### src/rtl/fib_spi_tx.sv
// Frame-buffered SPI transmitter: captures a contiguous burst of FRAME_BYTES bytes
// from the FIB, then shifts them out MSB-first on a mode-0 SPI link.
module fib_spi_tx #(
    parameter int CLK_DIV     = 4,
    parameter int FRAME_BYTES = 17
) (
    input  logic       clk,
    input  logic       rst,
    input  logic       in_valid,
    input  logic [7:0] in_byte,
    output logic       ready,
    output logic       spi_cs_n,
    output logic       spi_sclk,
    output logic       spi_mosi,
    output logic       frame_done,
    output logic       short_err,
    output logic       overrun
);

    localparam int NBITS = 8 * FRAME_BYTES;
    localparam int CW    = $clog2(FRAME_BYTES);
    localparam int BW    = $clog2(NBITS);

    typedef enum logic [1:0] {IDLE, CAPTURE, SHIFT, HOLD} state_t;

    state_t        state;
    logic [7:0]    frame_buf [FRAME_BYTES];
    logic [CW-1:0] count;
    logic [BW-1:0] bit_idx;
    logic [BW-1:0] nxt_idx;
    logic [7:0]    div_cnt;
    logic          store;
    logic [CW-1:0] wr_idx;
    logic          nxt_bit;

    assign store   = in_valid && ((state == IDLE && ready) || state == CAPTURE);
    assign wr_idx  = (state == CAPTURE) ? count : '0;
    assign nxt_idx = bit_idx + 1'b1;
    assign nxt_bit = frame_buf[nxt_idx[BW-1:3]][~nxt_idx[2:0]];

    // Buffer contents are don't-care after reset, so it carries no reset.
    always_ff @(posedge clk) begin
        if (store)
            frame_buf[wr_idx] <= in_byte;
    end

    always_ff @(posedge clk or posedge rst) begin
        if (rst) begin
            state      <= IDLE;
            ready      <= 1'b1;
            spi_cs_n   <= 1'b1;
            spi_sclk   <= 1'b0;
            spi_mosi   <= 1'b0;
            frame_done <= 1'b0;
            short_err  <= 1'b0;
            overrun    <= 1'b0;
            count      <= '0;
            bit_idx    <= '0;
            div_cnt    <= '0;
        end else begin
            frame_done <= 1'b0;
            short_err  <= 1'b0;
            overrun    <= 1'b0;
            case (state)
                // ready is still low in the frame_done cycle, so a byte there is an overrun
                IDLE: begin
                    if (!ready) begin
                        ready   <= 1'b1;
                        overrun <= in_valid & ~overrun;
                    end else if (in_valid) begin
                        ready <= 1'b0;
                        count <= CW'(1);
                        state <= CAPTURE;
                    end
                end
                CAPTURE: begin
                    if (in_valid) begin
                        if (count == CW'(FRAME_BYTES - 1)) begin
                            state    <= SHIFT;
                            spi_cs_n <= 1'b0;
                            spi_sclk <= 1'b0;
                            spi_mosi <= frame_buf[0][7];
                            div_cnt  <= '0;
                            bit_idx  <= '0;
                            count    <= '0;
                        end else begin
                            count <= count + 1'b1;
                        end
                    end else begin
                        short_err <= 1'b1;
                        ready     <= 1'b1;
                        count     <= '0;
                        state     <= IDLE;
                    end
                end
                // Data moves only on the falling SCLK edge so it is stable at every rise.
                SHIFT: begin
                    overrun <= in_valid & ~overrun;
                    if (div_cnt == 8'(CLK_DIV - 1)) begin
                        div_cnt  <= '0;
                        spi_sclk <= ~spi_sclk;
                        if (spi_sclk) begin
                            if (bit_idx == BW'(NBITS - 1)) begin
                                state <= HOLD;
                            end else begin
                                bit_idx  <= nxt_idx;
                                spi_mosi <= nxt_bit;
                            end
                        end
                    end else begin
                        div_cnt <= div_cnt + 8'd1;
                    end
                end
                HOLD: begin
                    overrun <= in_valid & ~overrun;
                    if (div_cnt == 8'(CLK_DIV - 1)) begin
                        div_cnt    <= '0;
                        spi_cs_n   <= 1'b1;
                        spi_mosi   <= 1'b0;
                        frame_done <= 1'b1;
                        bit_idx    <= '0;
                        state      <= IDLE;
                    end else begin
                        div_cnt <= div_cnt + 8'd1;
                    end
                end
                default: state <= IDLE;
            endcase
        end
    end

endmodule

### config.mk
export PLATFORM = sky130hd
export DESIGN_NAME = fib_spi_tx
export DESIGN_NICKNAME = d
export VERILOG_FILES = /design/src/rtl/fib_spi_tx.sv
export SDC_FILE = /design/constraint.sdc
export NUM_CORES = 1
export LEC_CHECK = 0
export CAP_MARGIN = 20
export CORE_UTILIZATION = 64
export CTS_BUF_LIST = sky130_fd_sc_hd__clkbuf_8
export DETAILED_ROUTE_END_ITERATION = 10
export PLACE_DENSITY = 0.84
export SYNTH_ARGS = -nofsm -noshare
export SYNTH_HDL_FRONTEND = slang
export SYNTH_SLANG_ARGS = --single-unit
### constraint.sdc
create_clock -name clk -period 4.1 [get_ports clk]
set_input_delay 0.82 -clock clk [delete_from_list [all_inputs] [get_ports clk]]
set_output_delay 0.82 -clock clk [all_outputs]
set_load 0.01 [all_outputs]
* Word level (Yosys, flattened, before mapping) *
Memory sizes are Yosys's and may differ from the RTL's.
Cells that the tools add are included.
Widths: inputs -> output; s select.

storage, ports and cells
  output and inout bits = 7
  RAM bits = 136
  word-level logic and storage cells = 104
  input port bits = 11
  memories = 1
  flip-flop bits (word level) = 30

operators by class
  bitwise operators = 4
  multiplexer cells = 50
  add/sub/neg operators = 3
  reductions and logical operators = 17
  equal/unequal tests = 17
  $lt $le $gt $ge = 1

memory list
  name       words  width  rd ports  clocked after memory_dff  write ports  RTL line  text
  frame_buf  17     8      2         0                         1            27        logic [7:0] frame_buf [FRAME_BYTES];

operators by type and width
  cell                 number
  $mux 8               7
  $mux 5               5
  $pmux 8 s3           1
  $mux 1               20
  $ne 2x2->1 const B   9
  $add 8x1->8 const B  2
  $mux 2               8
  $pmux 8 s2           1
  $reduce_and 7->1     2
  $pmux 5 s2           1
  $eq 8x2->1 const B   1
  $eq 8x8->1 const B   1
  $pmux 1 s2           4
  $pmux 2 s4           1
  $reduce_and 4->1     2
  $reduce_bool 2->1    4
  $reduce_and 3->1     2
  $add 5x1->5 const B  1
  $eq 5x5->1 const B   1
  $eq 2x2->1 const B   2
  $lt 3x4->1 const B   1
  $bmux 1 s3           1
  $ne 3x2->1 const B   1
  $not 3->3            1
  11 further kinds     13

* Depth between registers and ports, before layout *
  word-level depth = 8
  gate-level depth with buffers = 13
  depth with buffers taken out = 9

* Least setup slack after synthesis *
Ideal clock, no wire load.

  kind = flip-flop to flip-flop
  from = register bit_idx[1]
  to = register spi_mosi
  cell stages (with the launch flop) = 11
  required time = 3.963 ns
  library setup time = 0.137 ns
  clock period less this slack = 2.940 ns
  buffers on the path = 1
  setup slack = 1.160 ns
  arrival = 2.803 ns
  cell sequence = dfrtp_1 -> ha_1 -> and3_1 -> buf_4 -> xnor2_2 -> mux4_2 -> and4_1 -> a41o_1 -> or4_1 -> o211ai_1 -> a22oi_1

between the ends
  cells in the longest elaborated chain, start to end = 8

RTL lines
  element                                    RTL line  text
  start, declared                            29        logic [BW-1:0] bit_idx;
  start signal, assigned                     106       bit_idx <= nxt_idx;
  $add 8x1->8                                38        assign nxt_idx = bit_idx + 1'b1;
  $mem_v2 17x8 or $not 3->3 (tied branches)  --
  $bmux 1 s3                                 39        assign nxt_bit = frame_buf[nxt_idx[BW-1:3]][~nxt_idx[2:0]];
  $mux 1 (not written as such)               39
  $mux 1                                     103       if (bit_idx == BW'(NBITS - 1)) begin
  $mux 1                                     102       if (spi_sclk) begin
  $mux 1                                     99        if (div_cnt == 8'(CLK_DIV - 1)) begin
  $pmux 1 s3                                 64        case (state)
  end signal, assigned                       82        spi_mosi <= frame_buf[0][7];
  end signal, assigned                       107       spi_mosi <= nxt_bit;
  end, declared                              14        output logic spi_mosi,

Several ways; a longest one is shown, not always the timed one. The select of a mux whose other input is x is not followed.
A chain may end at the register's enable or synchronous reset.

* Worst setup path in the final report *
Same ends and word-level chain as after synthesis.

==> flow_summary.json <==
{
  "critical_path_buf_inv_count": 1,
  "relSlewSlack": 0.363,
  "yosysTopAreaCellShare": 0.555,
  "post-cts-setup-buffer-count": 0,
  "end_kind": "flip-flop",
  "fmax_ghz": 0.291,
  "status": "finished clean",
  "max_stage_delay_ps": 540,
  "min_path_cells": 1,
  "hp-class": "reg -> reg",
  "start_util": 0.667,
  "num-nets-final": 598,
  "hp-start": "overrun",
  "die_h_um": 109,
  "stdcell_area_mm2": 0.00813,
  "skew_ps": 12.7,
  "cts_buffers": 17,
  "rsz0062_at_grt": "no",
  "netlist_instances": 553,
  "netlist_top_cells_area": "edfxtp_1 56%, dfrtp_1 9.5%, mux2i_1 5.3%",
  "cts_resized": 0,
  "yosysWarnings": 0,
  "cts.sinks": 166,
  "p_leak_uw": 0.00288,
  "totalWireLength_um": 17600,
  "antenna_left": 0,
  "r2r_slack_ps": 660,
  "arrival_ps": 3770,
  "pin_count": 18,
  "final_max_slew_viol_count": 0,
  "areaGrowthSynthToFinish_pct": 10.6,
  "grt_pass1_vias": 4836,
  "syn-num-nets": 568,
  "crit_chain": "ha_1, and3_1, xnor2_4, buf_4, mux4_2, and2_1, o41ai_1, nand3_1, o211ai_1, a22oi_1",
  "ir_worst_vdd_mv": 0.390,
  "die_w_um": 109,
  "met2_usage": 0.522,
  "drive_above_1_share": 0.122,
  "hold_violations": 0,
  "wl_per_cell_um": 23.8,
  "synth_compound_area_frac": 0.0947,
  "top_usage_layer": "met2",
  "finalSetupViolCount": 0,
  "grt_pass1_wl_um": 27000,
  "overflow": 0,
  "gp_congestion": 0.954,
  "cts-hold-fix-buffers": 0,
  "synth_ff_type": "edfxtp_1",
  "r2r.worst_path.cells": 10,
  "synth_top_family_by_area": "simple AND/OR/NAND/NOR gates",
  "ys_ff_latch": 166,
  "r2r-end": "spi_mosi",
  "portBuffers": 17,
  "synth-edff-count": 136,
  "path_clk_slew_ps": 90,
  "grt_use_met1": 0.434,
  "crit_family": "simple AND/OR/NAND/NOR gates",
  "syn-mean-instance-area_um2": 13.3,
  "core_mm2": 0.0110,
  "path_max_fanout": 19,
  "slowest_stage": "mux4_2",
  "synth_top_area_cell": "edfxtp_1",
  "tns_ps": 0,
  "yosysUniqueCellTypes": 57,
  "met3_usage": 0.0729,
  "clockBufferDepth": 2,
  "synth_area_mm2": 0.00736,
  "dieArea_mm2": 0.0119,
  "clock_tree.root_cell": "clkbuf_8",
  "cp-start-kind": "flip-flop",
  "vias": 4934,
  "drt-initial-drc-count": 561,
  "grt_antenna_before_repair": 0,
  "min_period_over_period": 0.839,
  "seq_area_frac_synth": 0.658,
  "holdPathEnd": "overrun",
  "drc_errors": 0,
  "reg2reg_from": "bit_idx[1]",
  "power_density_mw_per_mm2": 403,
  "via_per_inst": 6.70,
  "rows": 38,
  "dpl.hpwl_um": 12100,
  "grt_max_degree": 26,
  "yosys.area_share.adder": 0.00680,
  "clock_latency_ps": 460,
  "num_antenna_cells": 0,
  "synth-xor-area-share": 0.0175,
  "multi_input_area_mm2": 0.00237,
  "cts_tree": "done",
  "synthSimpleGateAreaFrac": 0.111,
  "fill_cells": 716,
  "grtUsageTotal": 0.325,
  "ys_async_sr_fraction": 0.181,
  "max_cap_violations": 0,
  "htreeDepth": 4,
  "synth_mux_area_frac": 0.0883,
  "period_needed_ps": 3440,
  "seqCellArea_mm2": 0.00484,
  "tightestPinTransition_ps": 952,
  "placed_cell_area_mm2": 0.00779,
  "drt_pass1_iterations": 5,
  "crit_type": "reg -> reg",
  "required_ps": 4430
}
==> how the worst max path moves through the flow <==
stage,startpoint,endpoint,cells after the start
after global routing,bit_idx[1],spi_mosi,9
after floorplan,bit_idx[1],spi_mosi,10
after CTS,bit_idx[1],spi_mosi,10
after detailed placement,bit_idx[1],spi_mosi,9
after global placement,bit_idx[1],spi_mosi,10
final,bit_idx[1],spi_mosi,10
==> through the flow <==
stage / util / std cells / total power (uW) / hold slack (ps) / worst slack (ps)
2_1_floorplan: - / 553 / 2150 / 452 / 1160
3_3_place_gp: 0.704 / 703 / 2260 / 421 / 781
3_5_place_dp: 0.706 / 704 / 2280 / 434 / 680
4_1_cts: 0.737 / 736 / 3280 / 445 / 656
5_1_grt: 0.737 / 736 / 3390 / 473 / 519
6_report: 0.737 / 736 / 3280 / 441 / 660
==> power by group <==
part | internal [uW] | switching, uW
logic | 97.5 | 183
clock network | 422 | 610
registers | 1910 | 60.2
==> state kept, by name (all words and copies together), names as in the netlist, 5 cells and up, named ones only <==
name and cells:
frame_buf 136, div_cnt 8, bit_idx 8, count 5
==> synthesized netlist by cell type (7+ instances only) <==
cell type	count
and3_1	9
inv_1	10
o21ai_0	40
dfrtp_1	28
nand2_1	47
mux2i_1	39
a31oi_1	8
nor3_1	7
xnor2_1	11
mux4_2	10
edfxtp_1	136
nand2b_1	8
nor2b_1	9
clkbuf_1	17
nand4_1	13
nand3_1	16
a21oi_1	14
nor2_1	46
==> routing by layer <==
metal	vias up	routed length [um]
met2	278	8650
met5	-	0
met3	41	1470
met1	2436	6950
met4	0	486
li1	2179	-
==> area by class of cell <==
type | count | area share
sequential | 166 | 0.595
multi-input combinational | 346 | 0.292
timing repair buffer | 40 | 0.0446
clock buffer | 17 | 0.0288
tap | 140 | 0.0215
clock inverter | 15 | 0.0132
inverter | 12 | 0.00554
==> kinds of logic after synthesis <==
| kind of cell | count (synthesis) |
|---|---|
| and+or+nand+nor | 170 |
| xor gates and xnor gates | 13 |
| AOI/OAI and AO/OA | 107 |
| DFF | 166 |
| muxes | 52 |
| buffers and inverters | 41 |
| adders and majority gates | 4 |
==> cell usage in the layout, fill, tap and decap left out, types with 13 or more instances in the layout <==
cell             count
a21oi_1             14
buf_4               22
clkbuf_8            17
clkdlybuf4s50_1     17
dfrtp_1             28
edfxtp_1           136
mux2i_1             39
nand2_1             47
nand3_1             16
nand4_1             13
nor2_1              46
o21ai_0             40
(Power assumes the default switching activity.)
